## src/rtl/multadd_driver_if.sv

```systemverilog
// Bundle of the host byte bus, the operand/result path to the multiply-add
// unit and the result handshake. Clock and reset stay plain ports.
// The slave modport is the driver; the master modport is the host plus the
// multiply-add unit.
interface multadd_driver_if #(
    parameter int DATA_W = 8,
    parameter int RES_W  = 17
);
    logic              iVALID;
    logic              oREADY;
    logic [DATA_W-1:0] iDATA;
    logic              iMODE;
    logic [DATA_W-1:0] oA0;
    logic [DATA_W-1:0] oB0;
    logic [DATA_W-1:0] oA1;
    logic [DATA_W-1:0] oB1;
    logic              oSEL;
    logic [RES_W-1:0]  iRESULT;
    logic              oRES_VALID;
    logic              iRES_READY;
    logic [RES_W-1:0]  oRES_DATA;
    logic              oBUSY;

    modport slave (
        input  iVALID, iDATA, iMODE, iRESULT, iRES_READY,
        output oREADY, oA0, oB0, oA1, oB1, oSEL, oRES_VALID, oRES_DATA, oBUSY
    );

    modport master (
        output iVALID, iDATA, iMODE, iRESULT, iRES_READY,
        input  oREADY, oA0, oB0, oA1, oB1, oSEL, oRES_VALID, oRES_DATA, oBUSY
    );
endinterface

```

## src/rtl/multadd_driver.sv

```systemverilog
// Transaction front-end for the 8-bit dual multiply-add unit.
// Collects A0, B0, A1, B1 (mode sampled with A0), presents them stable to the
// unit, waits its fixed latency, captures the result and hands it back.
// Optional feature: define MULTADD_DRV_CHECK_EN to add a local reference model
// and a sticky oMISMATCH output.
module multadd_driver #(
    parameter int DATA_W  = 8,
    parameter int RES_W   = 17,
    parameter int LATENCY = 6
) (
    input  logic              iCLK,
    input  logic              iRST_N,
    multadd_driver_if.slave   bus
`ifdef MULTADD_DRV_CHECK_EN
    ,
    output logic              oMISMATCH
`endif
);
    localparam int CNT_W = (LATENCY > 1) ? $clog2(LATENCY) : 1;

    typedef enum logic [1:0] {
        S_LOAD,
        S_ISSUE,
        S_WAIT,
        S_HOLD
    } state_e;

    typedef logic [3:0][DATA_W-1:0] ops_t;

    state_e             state_q,     state_d;
    logic [1:0]         byte_cnt_q,  byte_cnt_d;
    ops_t               stage_q,     stage_d;
    logic               mode_q,      mode_d;
    ops_t               ops_q,       ops_d;
    logic               sel_q,       sel_d;
    logic [CNT_W-1:0]   wait_q,      wait_d;
    logic [RES_W-1:0]   res_data_q,  res_data_d;
    logic               res_valid_q, res_valid_d;

    // Capture happens in the last WAIT cycle.
    logic capture;
    assign capture = (state_q == S_WAIT) && (wait_q == '0);

    // Next-state, byte staging, operand issue, wait count and result capture.
    always_comb begin
        // NOTE: every target gets its hold value first so no path leaves it
        // unassigned; that is what keeps this block free of latches.
        state_d     = state_q;
        byte_cnt_d  = byte_cnt_q;
        stage_d     = stage_q;
        mode_d      = mode_q;
        ops_d       = ops_q;
        sel_d       = sel_q;
        wait_d      = wait_q;
        res_data_d  = res_data_q;
        res_valid_d = res_valid_q;

        unique case (state_q)
            S_LOAD: begin
                if (bus.iVALID) begin
                    stage_d[byte_cnt_q] = bus.iDATA;
                    if (byte_cnt_q == 2'd0) begin
                        mode_d = bus.iMODE;
                    end
                    // Wraps 3 -> 0, ready for the next transaction.
                    byte_cnt_d = byte_cnt_q + 2'd1;
                    if (byte_cnt_q == 2'd3) begin
                        state_d = S_ISSUE;
                    end
                end
            end
            S_ISSUE: begin
                ops_d   = stage_q;
                sel_d   = mode_q;
                wait_d  = CNT_W'(LATENCY - 1);
                state_d = S_WAIT;
            end
            S_WAIT: begin
                if (capture) begin
                    res_data_d  = bus.iRESULT;
                    res_valid_d = 1'b1;
                    state_d     = S_HOLD;
                end else begin
                    wait_d = wait_q - CNT_W'(1);
                end
            end
            S_HOLD: begin
                if (bus.iRES_READY) begin
                    res_valid_d = 1'b0;
                    state_d     = S_LOAD;
                end
            end
            default: state_d = S_LOAD;
        endcase
    end

    // State and datapath registers; everything clears on reset so a partial
    // transaction is discarded.
    always_ff @(posedge iCLK or negedge iRST_N) begin
        if (!iRST_N) begin
            state_q     <= S_LOAD;
            byte_cnt_q  <= '0;
            stage_q     <= '0;
            mode_q      <= 1'b0;
            ops_q       <= '0;
            sel_q       <= 1'b0;
            wait_q      <= '0;
            res_data_q  <= '0;
            res_valid_q <= 1'b0;
        end else begin
            // NOTE: non-blocking updates so every register sees the pre-edge
            // values of the others, independent of statement order.
            state_q     <= state_d;
            byte_cnt_q  <= byte_cnt_d;
            stage_q     <= stage_d;
            mode_q      <= mode_d;
            ops_q       <= ops_d;
            sel_q       <= sel_d;
            wait_q      <= wait_d;
            res_data_q  <= res_data_d;
            res_valid_q <= res_valid_d;
        end
    end

    assign bus.oREADY     = (state_q == S_LOAD);
    assign bus.oBUSY      = (state_q != S_LOAD);
    assign bus.oA0        = ops_q[0];
    assign bus.oB0        = ops_q[1];
    assign bus.oA1        = ops_q[2];
    assign bus.oB1        = ops_q[3];
    assign bus.oSEL       = sel_q;
    assign bus.oRES_VALID = res_valid_q;
    assign bus.oRES_DATA  = res_data_q;

`ifdef MULTADD_DRV_CHECK_EN
    // Same arithmetic as the multiply-add unit, truncated to RES_W.
    function automatic logic [RES_W-1:0] madd_ref(input ops_t op, input logic sel);
        logic [2*DATA_W-1:0] p0;
        logic [2*DATA_W-1:0] p1;
        logic [4*DATA_W-1:0] acc;
        p0  = {{DATA_W{1'b0}}, op[0]} * {{DATA_W{1'b0}}, op[1]};
        p1  = {{DATA_W{1'b0}}, op[2]} * {{DATA_W{1'b0}}, op[3]};
        acc = {{2*DATA_W{1'b0}}, p0} + {{2*DATA_W{1'b0}}, p1};
        if (!sel) begin
            acc = acc + ({{2*DATA_W{1'b0}}, p0} * {{2*DATA_W{1'b0}}, p1});
        end
        return acc[RES_W-1:0];
    endfunction

    logic [RES_W-1:0] expected_q, expected_d;
    logic             mismatch_q, mismatch_d;

    // Expected value latched at ISSUE; mismatch flag is sticky until reset.
    always_comb begin
        expected_d = expected_q;
        mismatch_d = mismatch_q;
        if (state_q == S_ISSUE) begin
            expected_d = madd_ref(stage_q, mode_q);
        end
        if (capture && (bus.iRESULT != expected_q)) begin
            mismatch_d = 1'b1;
        end
    end

    // Reference-model registers.
    always_ff @(posedge iCLK or negedge iRST_N) begin
        if (!iRST_N) begin
            expected_q <= '0;
            mismatch_q <= 1'b0;
        end else begin
            expected_q <= expected_d;
            mismatch_q <= mismatch_d;
        end
    end

    assign oMISMATCH = mismatch_q;
`endif
endmodule

```

## src/flat_wrapper.sv

```systemverilog
// flat-port wrapper written by rule: the top's interface ports become plain ports
module multadd_driver_flat 
#(
    parameter int DATA_W  = 8,
    parameter int RES_W   = 17,
    parameter int LATENCY = 6
)
  (iCLK, iRST_N, bus_iVALID, bus_iDATA, bus_iMODE, bus_iRESULT, bus_iRES_READY, bus_oREADY, bus_oA0, bus_oB0, bus_oA1, bus_oB1, bus_oSEL, bus_oRES_VALID, bus_oRES_DATA, bus_oBUSY);
  multadd_driver_if #(.DATA_W(DATA_W), .RES_W(RES_W)) bus_i ();
  input  logic iCLK;
  input  logic iRST_N;
  input wire logic [$bits(bus_i.iVALID)-1:0] bus_iVALID;
  input wire logic [$bits(bus_i.iDATA)-1:0] bus_iDATA;
  input wire logic [$bits(bus_i.iMODE)-1:0] bus_iMODE;
  input wire logic [$bits(bus_i.iRESULT)-1:0] bus_iRESULT;
  input wire logic [$bits(bus_i.iRES_READY)-1:0] bus_iRES_READY;
  output wire logic [$bits(bus_i.oREADY)-1:0] bus_oREADY;
  output wire logic [$bits(bus_i.oA0)-1:0] bus_oA0;
  output wire logic [$bits(bus_i.oB0)-1:0] bus_oB0;
  output wire logic [$bits(bus_i.oA1)-1:0] bus_oA1;
  output wire logic [$bits(bus_i.oB1)-1:0] bus_oB1;
  output wire logic [$bits(bus_i.oSEL)-1:0] bus_oSEL;
  output wire logic [$bits(bus_i.oRES_VALID)-1:0] bus_oRES_VALID;
  output wire logic [$bits(bus_i.oRES_DATA)-1:0] bus_oRES_DATA;
  output wire logic [$bits(bus_i.oBUSY)-1:0] bus_oBUSY;
  assign bus_i.iVALID = bus_iVALID;
  assign bus_i.iDATA = bus_iDATA;
  assign bus_i.iMODE = bus_iMODE;
  assign bus_i.iRESULT = bus_iRESULT;
  assign bus_i.iRES_READY = bus_iRES_READY;
  assign bus_oREADY = bus_i.oREADY;
  assign bus_oA0 = bus_i.oA0;
  assign bus_oB0 = bus_i.oB0;
  assign bus_oA1 = bus_i.oA1;
  assign bus_oB1 = bus_i.oB1;
  assign bus_oSEL = bus_i.oSEL;
  assign bus_oRES_VALID = bus_i.oRES_VALID;
  assign bus_oRES_DATA = bus_i.oRES_DATA;
  assign bus_oBUSY = bus_i.oBUSY;
  multadd_driver #(.DATA_W(DATA_W), .RES_W(RES_W), .LATENCY(LATENCY)) u_core (.iCLK(iCLK), .iRST_N(iRST_N), .bus(bus_i));
endmodule
```

## config.mk

```make
export PLATFORM = sky130hd
export DESIGN_NAME = multadd_driver_flat
export DESIGN_NICKNAME = d
export VERILOG_FILES = /design/src/rtl/multadd_driver_if.sv /design/src/rtl/multadd_driver.sv /design/src/flat_wrapper.sv
export SDC_FILE = /design/constraint.sdc
export NUM_CORES = 1
export LEC_CHECK = 0
export ABC_CLOCK_PERIOD_IN_PS = 3400
export CAP_MARGIN = 15
export CORE_MARGIN = 4
export CORE_UTILIZATION = 46
export CTS_CLUSTER_DIAMETER = 30
export DETAILED_ROUTE_END_ITERATION = 8
export GPL_TIMING_DRIVEN = 1
export PLACE_DENSITY = 0.74
export SKIP_CTS_REPAIR_TIMING = 1
export SYNTH_ARGS = -nofsm -noshare
export SYNTH_HDL_FRONTEND = slang
export SYNTH_SLANG_ARGS = --single-unit
```

## constraint.sdc

```tcl
create_clock -name iCLK -period 3.4 [get_ports iCLK]
set_input_delay 1.02 -clock iCLK [delete_from_list [all_inputs] [get_ports iCLK]]
set_output_delay 1.02 -clock iCLK [all_outputs]
set_load 0.005 [all_outputs]
```

; ---- After elaboration in Yosys (flattened, before gate mapping)
; Cells that the tools add are included.
[classes]
n_mux = 13
reduce_logical = 14
n_eq_ne = 9
n_lt_le_gt_ge = 2
addsub = 2
[op_table]
columns = op, count
row1 = $bwmux W32, 1
row2 = $demux W8 S2, 1
row3 = $mux W2, 4
row4 = $mux W8, 1
row5 = $pmux W2 S4, 1
row6 = $eq A2 B2 Y1 const B, 3
row7 = $ne A2 B2 Y1 const B, 3
row8 = $pmux W3 S2, 1
row9 = $reduce_and A2 Y1, 3
row10 = $reduce_and A3 Y1, 2
row11 = $reduce_bool A2 Y1, 3
row12 = $logic_not A2 Y1, 2
row13 = $ne A2 B1 Y1 const B, 2
row14 = $reduce_and A4 Y1, 1
row15 = $logic_not A3 Y1, 1
row16 = $lt A2 B3 Y1 const B, 1
row17 = $mux W3, 1
row18 = $sub A3 B1 Y3 const B, 1
row19 = $add A2 B1 Y2 const B, 1
row20 = $eq A2 B1 Y1 const B, 1
row21 = $ge A2 B1 Y1 const B, 1
row22 = $logic_and A1 B1 Y1, 2
row23 = $mux W1, 2
row24 = $pmux W1 S2, 1
[totals]
elab_cells = 55
regBits = 91
inputBits = 30

; ---- Longest topological paths before layout
; Gate-level depths: netlist of run 1.
[depth]
ltp_word = 5
mapped_depth = 8
mapped_depth_nobuf = 5

; ---- Least setup slack after synthesis of run 1
; OpenSTA, ideal clock, no wires.
[synth_timing]
kind = in2reg
start = in bus_iVALID
end = reg u_core.state_q[0]
t_required_ns = 3.281
path_slack_ns = 1.454
cell_stages = 4
setup_ns = 0.119
t_arrival_ns = 1.827
n_path_buf = 1
cell_sequence = buf_2 a21boi_4 or4_1 o21a_1
[synth_between]
elab_chain_cells = 2
[synth_lines]
columns = item, line_no
row1 = start: declaration, flat_wrapper.sv:12  ; input wire logic [$bits(bus_i.iVALID)-1:0] bus_iVALID;
row2 = $ne A2 B2 Y1 (no source line), n/a
row3 = $reduce_and A4 Y1 (no source line), n/a
row4 = end signal: assignment, multadd_driver.sv:113  ; state_q <= state_d;
row5 = end: declaration, multadd_driver.sv:30  ; state_e state_q, state_d;
; Every way passes these cells.
; A chain may end at the register's enable or synchronous reset.

; ---- Worst setup path in the final report of run 1
[layout_timing]
start = reg u_core.state_q[0]
end = out bus_oREADY
[layout_between]
elab_chain_cells = 1
[layout_lines]
columns = item, line_no
row1 = $logic_not A2 Y1, multadd_driver.sv:125  ; assign bus.oREADY = (state_q == S_LOAD);
row2 = end: declaration, flat_wrapper.sv:17  ; output wire logic [$bits(bus_i.oREADY)-1:0] bus_oREADY;
; Every way passes these cells.

==> results of run 1 <==
worst max-delay path by stage:
stage	start	to	slack [ns]
6_report	u_core.state_q[0]	bus_oREADY	0.53
3_5_place_dp	bus_iVALID	u_core.mode_q	0.84
5_1_grt	u_core.state_q[0]	bus_oREADY	0.43
2_1_floorplan	bus_iVALID	u_core.state_q[0]	1.45
3_3_place_gp	bus_iVALID	u_core.mode_q	0.86
4_1_cts	u_core.state_q[0]	bus_oREADY	0.51
critical path: stages, from the launching register on:
cell,delay (ns)
dfrtp_1,0.43
inv_1,0.12
ha_1,0.37
clkdlybuf4s50_1,0.57
report_power, final:
group          internal [mW]  total [mW]  leakage, nW  switching, mW
Clock                  0.334       0.696       0.0881          0.362
Sequential              1.62        1.90         1.10          0.278
Combinational           1.22        1.82        0.933          0.596
routing by layer:
layer / wire, um / track usage [%] / up-vias
met4: 75 / 3.83 / 0
met5: 0 / 0 / -
li1: - / - / 971
met3: 253 / 4.88 / 7
met1: 3060 / 19.7 / 1067
met2: 3440 / 24.9 / 39
state kept, by name (all words and copies together), names as in the netlist:
name	flops
u_core.wait_q	3
u_core.bus.oA1	8
u_core.bus.oSEL	1
u_core.byte_cnt_q	2
u_core.bus.oRES_DATA	17
u_core.bus.oB1	8
u_core.bus.oB0	8
u_core.bus.oRES_VALID	1
u_core.bus.oA0	8
u_core.state_q	2
u_core.mode_q	1
u_core.stage_q	32
Yosys cell counts:
cell       number
o2bb2ai_1       1
ha_1           11
mux2_1          1
nor3_1          1
a211oi_2        1
nand3b_1        1
nand2b_1        1
buf_6           2
nand3_2         4
or4_1           1
dfrtp_1        91
inv_1           9
xnor2_1         1
buf_2           5
o21a_1          1
a21boi_0        1
mux2_2         76
a21oi_1         1
a21boi_4        1
nand2_1         3
mux2_4          8
o21ai_1         2
and3_1          1
buf_4           2
a221o_1         1
nor2b_1         1
a21o_1          1
cell usage in the layout (no fill, tap or decap), types with 3 or more instances in the layout:
cell              n
clkdlybuf4s50_1  81
nand3_2           4
clkbuf_8          9
inv_1             9
nand2_1           3
ha_1             11
mux2_4            8
buf_4             3
dfrtp_1          91
mux2_2           76
cell type report:
type	count	share of cell area, %
flip-flops and latches	91	47.6
multi-input cells	120	27.4
repair buffers	85	17.8
clock buffers	10	2.67
well taps	102	2.67
clock inverters	5	1.15
inverters	9	0.706
kinds of logic (layout without fill, tap and decap cells):
logic type	Yosys count	count (layout)	synth area share, %
compound gates	10	10	2.38
flops	91	91	61.8
fa+ha+maj	11	11	3.74
simple gates	13	13	2.45
mux	85	85	26.8
xor+xnor	1	1	0.238
buf+inv	18	109	2.61
stage by stage:
stage	hold WS [ns]	cells	power (mW)	util (%)
floorplan	0.456	229	2.88	-
global placement	0.472	407	3.70	59.3
detailed placement	0.486	407	3.78	59.3
CTS	0.507	422	4.49	61.6
global route	0.522	422	4.72	61.6
finish	0.503	422	4.41	61.6
==> impl_results.md, run 1 <==
* Outcome: finished, final reports clean
* Setup WS pre-CTS at between 0.8 and 0.9 ns
* Final Hold Fails at 0
* Placed Area at between 0.004 and 0.005 sq mm
* Top Ports at between 80 and 90
* Crit Reg-Reg Startpoint: u_core.state_q[1]
* Worst VDD drop at around 0.00046 V
* Worst-path clk slew at approximately 0.08 ns
* Initial core utilization at between 40 and 50%
* Die W at roughly 98 um
* Final setup violation count at 0
* Via density at between 4 and 5
* Least-Margin Pin Slew at about 0.71 ns
* Cell Area, Synth at 0.00368 sq mm
* Fin. max-slew vios at 0
* Post-Syn Instances at 229
* CP max FO at 8
* TNS Setup at 0 ns
* Antenna viol nets, final at 0
* Layout cell share with drive strength beyond 1 at between 30% and 40%
* CTS root buffer: clkbuf_8
* First-pass GRT wire length at around 11,000 um
* Register bit total from synthesis at ~90
* Static leakage at ~2.1 nW
* Syn nets at between 200 and 300
* Max Clk Rate at around 0.35 GHz
* Hold EP: u_core.bus.oB0[0]
* Fin crit period at 2.87 ns
* Finished Cell Area at approximately 0.0048 sq mm
* PD cells at about 920 mW/mm^2
* WS Path Type: flop to output port
* Reg-to-Reg End: u_core.bus.oA0[2]
* N_diodes at 0
* Top-area cell type share of the netlist area at a little over 60%
* Worst slew margin at about 52%
* Sequential cell area at roughly 0.0023 sq mm
* Critical Path Sink Type: output port
* R2R setup slack at roughly 1.5 ns
* Max-cap violation count at 0
* Initial antenna violation count at 0
* Largest net degree at the start of global routing at 56
* DR iter-0 viols at between 60 and 70
* Gpl congestion at ~0.67
* Clk sinks at 91
* Die height at 97.5 um
* Total CTS buffers at 9
* Worst setup margin at 0.535 ns
* Hold depth at 1
* Crit path required time at about 2.4 ns
* CTS Buffer Depth at 2
* Core Region at between 0.007 and 0.008 sq mm
* Fillers at about 630
* Number of remaining DRC errors at 0
* Post-synth cell types at 27
* CTS tree: done
* Routed via count at ~2,100
* Clock latency on the worst-skew pair at approximately 0.35 ns
* R2r worst-path depth at 4
* Routed WL at slightly below 7000 um
* Worst path arrival time at approximately 1.9 ns
* Post-DP HPWL at between 4000 and 5000 um
* Sequential cell area fraction in the yosys report at 61.8%
* CTS HTree Levels at 3
* Clock Skews at 0.0104 ns
* Die area at between 0.009 and 0.01 sq mm
* Gr ovfl total at 0
* Vias in the first global route at 2,190
* Worst hold path class: flop to flop
* Area occupied by multi-input gates at 0.00131 sq mm
* DR pass1 iterations at 4
* Critical Path Source Type: flop
* Row cnt at 32
* Layout area overhead at 29.9%
* Hold_sp: u_core.stage_q[8]
* RSZ-0062 raised after global routing: false
* Largest cells by area after synthesis: dfrtp_1, mux2_2, ha_1
* Drt wl/cell at about 16 um
* Fin crit share at between 80% and 90%
* Nets at roughly 360
* Number of port buffers at a little over 80
* All-Layer GR Usage at between 15 and 20%
* Syn avg cell area at roughly 16 sq um
* Syn. warnings at 0
* Synth area leader: dfrtp_1
(Power assumes the default switching activity.)
==> run 2, diff against run 1 <==
--- a/config.mk
+++ b/config.mk
@@ -5,7 +5,7 @@
 export SDC_FILE = /design/constraint.sdc
 export NUM_CORES = 1
 export LEC_CHECK = 0
-export ABC_CLOCK_PERIOD_IN_PS = 3400
+export ABC_CLOCK_PERIOD_IN_PS = 2700
 export CAP_MARGIN = 15
 export CORE_MARGIN = 4
 export CORE_UTILIZATION = 46
==> constraint.sdc (replaced) <==
create_clock -name iCLK -period 2.7 [get_ports iCLK]
set_input_delay 0.81 -clock iCLK [delete_from_list [all_inputs] [get_ports iCLK]]
set_output_delay 0.81 -clock iCLK [all_outputs]
set_load 0.005 [all_outputs]
==> impl_results.md, run 2 (synthesized netlist as in run 1, its figures left out) <==
* Drt wl/cell at 16.1 um
* Layout cell share with drive strength beyond 1 at about a third
* Max reg flops at 32
* Worst VDD drop at between 0.0004 and 0.0005 V
* Final setup violation count at 0
* WS Path Type: flop to output port
* Max-cap violation count at 0
* Setup WS pre-CTS at roughly 0.38 ns
* Max Clk Rate at 0.393 GHz
* Post-DP HPWL at 4700 um
* Row cnt at 32
* Busiest layer in global routing: met2
* Sequential cell area at between 0.002 and 0.0025 sq mm
* Cell total after placement at roughly 410
* Critical Path Source Type: flop
* Reg with most FFs: u_core.stage_q
* Initial core utilization at 47.4%
* CTS tree: done
* Worst hold path class: input port to async pin
* Outcome: finished, final reports clean
* Die W at around 98 um
* Routed WL at about 6800 um
* RSZ-0062 raised after global routing: false
* CTS Buffer Depth at 2
* Gr ovfl total at 0
* Util after Layout at 62.6%
* Fin crit period at 2.54 ns
* Area occupied by multi-input gates at between 0.001 and 0.0015 sq mm
* Die area at about 0.0095 sq mm
* Nets at approximately 360
* TNS Setup at 0 ns
* Critical Path Sink Type: output port
* DR iter-0 viols at roughly 70
* Top Ports at just over 80
* GRT met1 Usage at about a fifth
* CTS HTree Levels at 3
* Core Region at around 0.008 sq mm
* Hold Worst Slack at ~0.46 ns
* Least-Margin Pin Slew at ~0.63 ns
* Clock latency on the worst-skew pair at 0.36 ns
* Static leakage at approximately 2.2 nW
* Fin crit share at 94.2%
* Final Hold Fails at 0
* CTS root buffer: clkbuf_8
* Clock Skews at ~0.012 ns
* Worst-path clk slew at around 0.080 ns
* PD cells at between 1000 and 1500 mW/mm^2
* Layout area overhead at 32.0%
* Clk sinks at 91
* Most frequent cells in the layout: dfrtp_1, clkdlybuf4s50_1, mux2_2, ha_1
* Number of remaining DRC errors at 0
* Worst setup margin at between 0.15 and 0.2 ns
* CP max FO at 8
* Vias in the first global route at 2,141
* All-Layer GR Usage at 15.1%
* N_diodes at 0
* First-pass GRT wire length at ~11,000 um
* Via density at between 4 and 5
* Number of port buffers at roughly 80
* Met3 GRT Util at under 10%
* Die height at about 100 um
* Total CTS buffers at 9
* Routed via count at 2,118
* Worst path arrival time at about 1.7 ns
* Worst slew margin at 58.2%
* Fin. max-slew vios at 0
* GR Util met2 at around a quarter
* Initial antenna violation count at 0
* Fillers at between 600 and 700
* Antenna viol nets, final at 0
* Gpl congestion at 0.666
* DR pass1 iterations at 4
* Largest net degree at the start of global routing at 50
* Commonest non-fill, non-tap cell in the layout: dfrtp_1
* Crit path required time at 1.89 ns
* Non-filler cells, final at 424
[run 2: metrics by stage]
step,instance area [sq um],power (mW)
after floorplan,3680,3.63
after detailed placement,4620,4.78
final,4860,5.80
after global routing,4860,6.17
after global placement,4620,4.70
after CTS,4860,5.88
[run 2: area by class of cell]
class                      instances  area share (%)
tap                              102            2.62
clock inverter                     6            2.29
multi-input combinational        120            27.0
inverter                           9           0.694
timing repair buffer              86            18.0
sequential                        91            46.8
clock buffer                      10            2.62
[run 2: power breakdown]
part	internal, mW	total (mW)	switching, mW
Sequential	2.05	2.40	0.354
Clock	0.617	1.09	0.473
Combinational	1.56	2.31	0.755
[run 2: path summary, 6_finish.rpt]
| check | endpoint | startpoint | slack [ns] | cells past startpoint |
|---|---|---|---|---|
| worst max-delay path | bus_oREADY | u_core.state_q[0] | 0.16 | 3 |
| min in group iCLK | u_core.bus.oB0[5] | u_core.stage_q[13] | 0.50 | 1 |
| worst min register to register | u_core.bus.oB0[5] | u_core.stage_q[13] | 0.50 | 1 |
| worst min-delay path | u_core.bus.oRES_DATA[15] | iRST_N | 0.46 | 1 |
| worst max register to register | u_core.bus.oRES_DATA[16] | u_core.state_q[0] | 0.91 | 5 |
| max in group asynchronous | u_core.byte_cnt_q[1] | iRST_N | 1.62 | 2 |
[run 2: worst max-delay path: stages (launching register included)]
cell	delay (ns)
dfrtp_1	0.43
inv_1	0.12
ha_2	0.30
clkdlybuf4s50_1	0.54
[run 2: routing by layer]
layer,wire [um],vias to the layer above
li1,-,979
met1,3010,1087
met2,3470,43
met3,279,9
met4,94,0
met5,0,-
==> run 3, diff against run 2 <==
--- a/config.mk
+++ b/config.mk
@@ -8,11 +8,11 @@
 export ABC_CLOCK_PERIOD_IN_PS = 2700
 export CAP_MARGIN = 15
 export CORE_MARGIN = 4
-export CORE_UTILIZATION = 46
+export CORE_UTILIZATION = 50
 export CTS_CLUSTER_DIAMETER = 30
 export DETAILED_ROUTE_END_ITERATION = 8
 export GPL_TIMING_DRIVEN = 1
-export PLACE_DENSITY = 0.74
+export PLACE_DENSITY = 0.79
 export SKIP_CTS_REPAIR_TIMING = 1
 export SYNTH_ARGS = -nofsm -noshare
 export SYNTH_HDL_FRONTEND = slang
==> impl_results.md, run 3 (synthesized netlist as in run 1, its figures left out) <==
* Metal-1 WL at about 3000 um
* CP max FO at 8
* Outcome: finished, final reports clean
* Post-DP HPWL at between 4000 and 5000 um
* Number of port buffers at 82
* Die height at about 94 um
* Fillers at 516
* CTS root buffer: clkbuf_8
* Die area at between 0.008 and 0.009 sq mm
* Initial core utilization at between 50% and 60%
* Largest net degree at the start of global routing at 45
* Final setup violation count at 0
* DR pass1 iterations at 4
* CTS Buffer Depth at 2
* Reg with most FFs: u_core.stage_q
* Max reg flops at 32
* Sequential cell area at about 0.0023 sq mm
* Row cnt at 31
* Worst-path clk slew at 0.09 ns
* N_diodes at 0
* CTS HTree Levels at 3
* Nets at approximately 360
* Area occupied by multi-input gates at roughly 0.0013 sq mm
* Antenna viol nets, final at 0
* Crit path required time at approximately 1.9 ns
* Met2 routed WL at roughly 3500 um
* Layout cell share with drive strength beyond 1 at 35.0%
* Fin crit share at between 90% and 100%
* Met3 Routed Length at between 200 and 250 um
* Core Region at around 0.007 sq mm
* Sequential power share at between 40% and 50%
* Layout area overhead at 31.6%
* Clock Skews at between 0.009 and 0.01 ns
* Drt wl/cell at ~16 um
* Total CTS buffers at 9
* Finished Cell Area at a little under 0.005 sq mm
* Die W at ~94 um
* Critical Path Sink Type: output port
* Worst VDD drop at around 0.00061 V
* Clock share of power at between 15 and 20%
* Top sig layer: met4
* Vias in the first global route at 2,178
* Routed via count at 2,097
* Hold Worst Slack at between 0.3 and 0.4 ns
* Routed WL at just under 7000 um
* Most frequent cells in the layout: dfrtp_1, clkdlybuf4s50_1, mux2_2, ha_1, clkbuf_8
* Critical Path Source Type: flop
* Worst hold path class: input port to async pin
* Worst slew margin at roughly 76%
* Gr ovfl total at 0
* TNS Setup at 0 ns
* Max Clk Rate at about 0.39 GHz
* Top Ports at 83
* P_sw at 1.59 mW
* PD cells at about 1200 mW/mm^2
* Clock latency on the worst-skew pair at around 0.35 ns
* Static leakage at ~2.2 nW
* Clk sinks at 91
* First-pass GRT wire length at approximately 11,000 um
* Commonest non-fill, non-tap cell in the layout: dfrtp_1
* All-Layer GR Usage at between 10% and 20%
* Max-cap violation count at 0
* Initial antenna violation count at 0
* Least-Margin Pin Slew at ~0.36 ns
* RSZ-0062 raised after global routing: false
* Fin. max-slew vios at 0
* Worst path arrival time at approximately 1.8 ns
* Switching Fraction at 27.7%
* CTS tree: done
* Fin crit period at between 2 and 3 ns
* Gpl congestion at 0.734
* DR iter-0 viols at 44
* WS Path Type: flop to output port
* Placed Area at approximately 0.0046 sq mm
* Final Hold Fails at 0
* Via density at ~5
* Comb pwr share at 40.1%
* Number of remaining DRC errors at 0
* Cell-internal power at a little over 4 mW
## run 3: stage by stage
stage / power (mW) / setup slack [ns] / utilization, % / std cells
after floorplan: 3.63 / 0.964 / - / 229
after global placement: 4.66 / 0.401 / 64.0 / 406
after detailed placement: 4.76 / 0.380 / 64.0 / 406
after CTS: 5.81 / 0.0153 / 67.2 / 422
after global routing: 6.10 / 0.0658 / 67.2 / 422
final: 5.74 / 0.141 / 67.2 / 422
## run 3: critical path, cell delays in order (launching register included)
cell and delay, ns:
dfrtp_1 0.43, inv_1 0.13, ha_2 0.31, clkdlybuf4s50_1 0.54
## run 3: routing by layer
metal	global-route usage, %	up-vias
met3	2.56	10
met1	22.8	1065
met5	0	-
met4	6.74	0
met2	25.5	44
li1	-	978
## run 3: final timing paths
kind,from,endpoint,slack [ns],depth (start not counted)
worst max-delay path,u_core.state_q[0],bus_oREADY,0.14,3
worst min-delay path,iRST_N,u_core.bus.oB0[1],0.35,1
worst max register to register,u_core.state_q[0],u_core.bus.oRES_DATA[16],0.94,5
worst min register to register,u_core.wait_q[1],u_core.wait_q[1],0.50,1
max in group asynchronous,iRST_N,u_core.bus.oRES_DATA[15],1.71,2
min in group iCLK,u_core.wait_q[1],u_core.wait_q[1],0.50,1
## run 3: power groups by stage
stage / registers (mW) / logic (mW) / clock network (mW)
after global placement: 2.41 / 2.26 / 0
after floorplan: 2.38 / 1.24 / 0
final: 2.41 / 2.30 / 1.03
after CTS: 2.41 / 2.34 / 1.06
after global routing: 2.49 / 2.50 / 1.11
after detailed placement: 2.44 / 2.32 / 0
## run 3: area by class of cell
type                       count  share of cell area (%)
sequential                    91                    47.0
multi-input combinational    120                    27.1
timing repair buffer          87                    17.9
clock buffer                  10                    2.84
tap                           99                    2.55
clock inverter                 6                    1.94
inverter                       9                   0.697
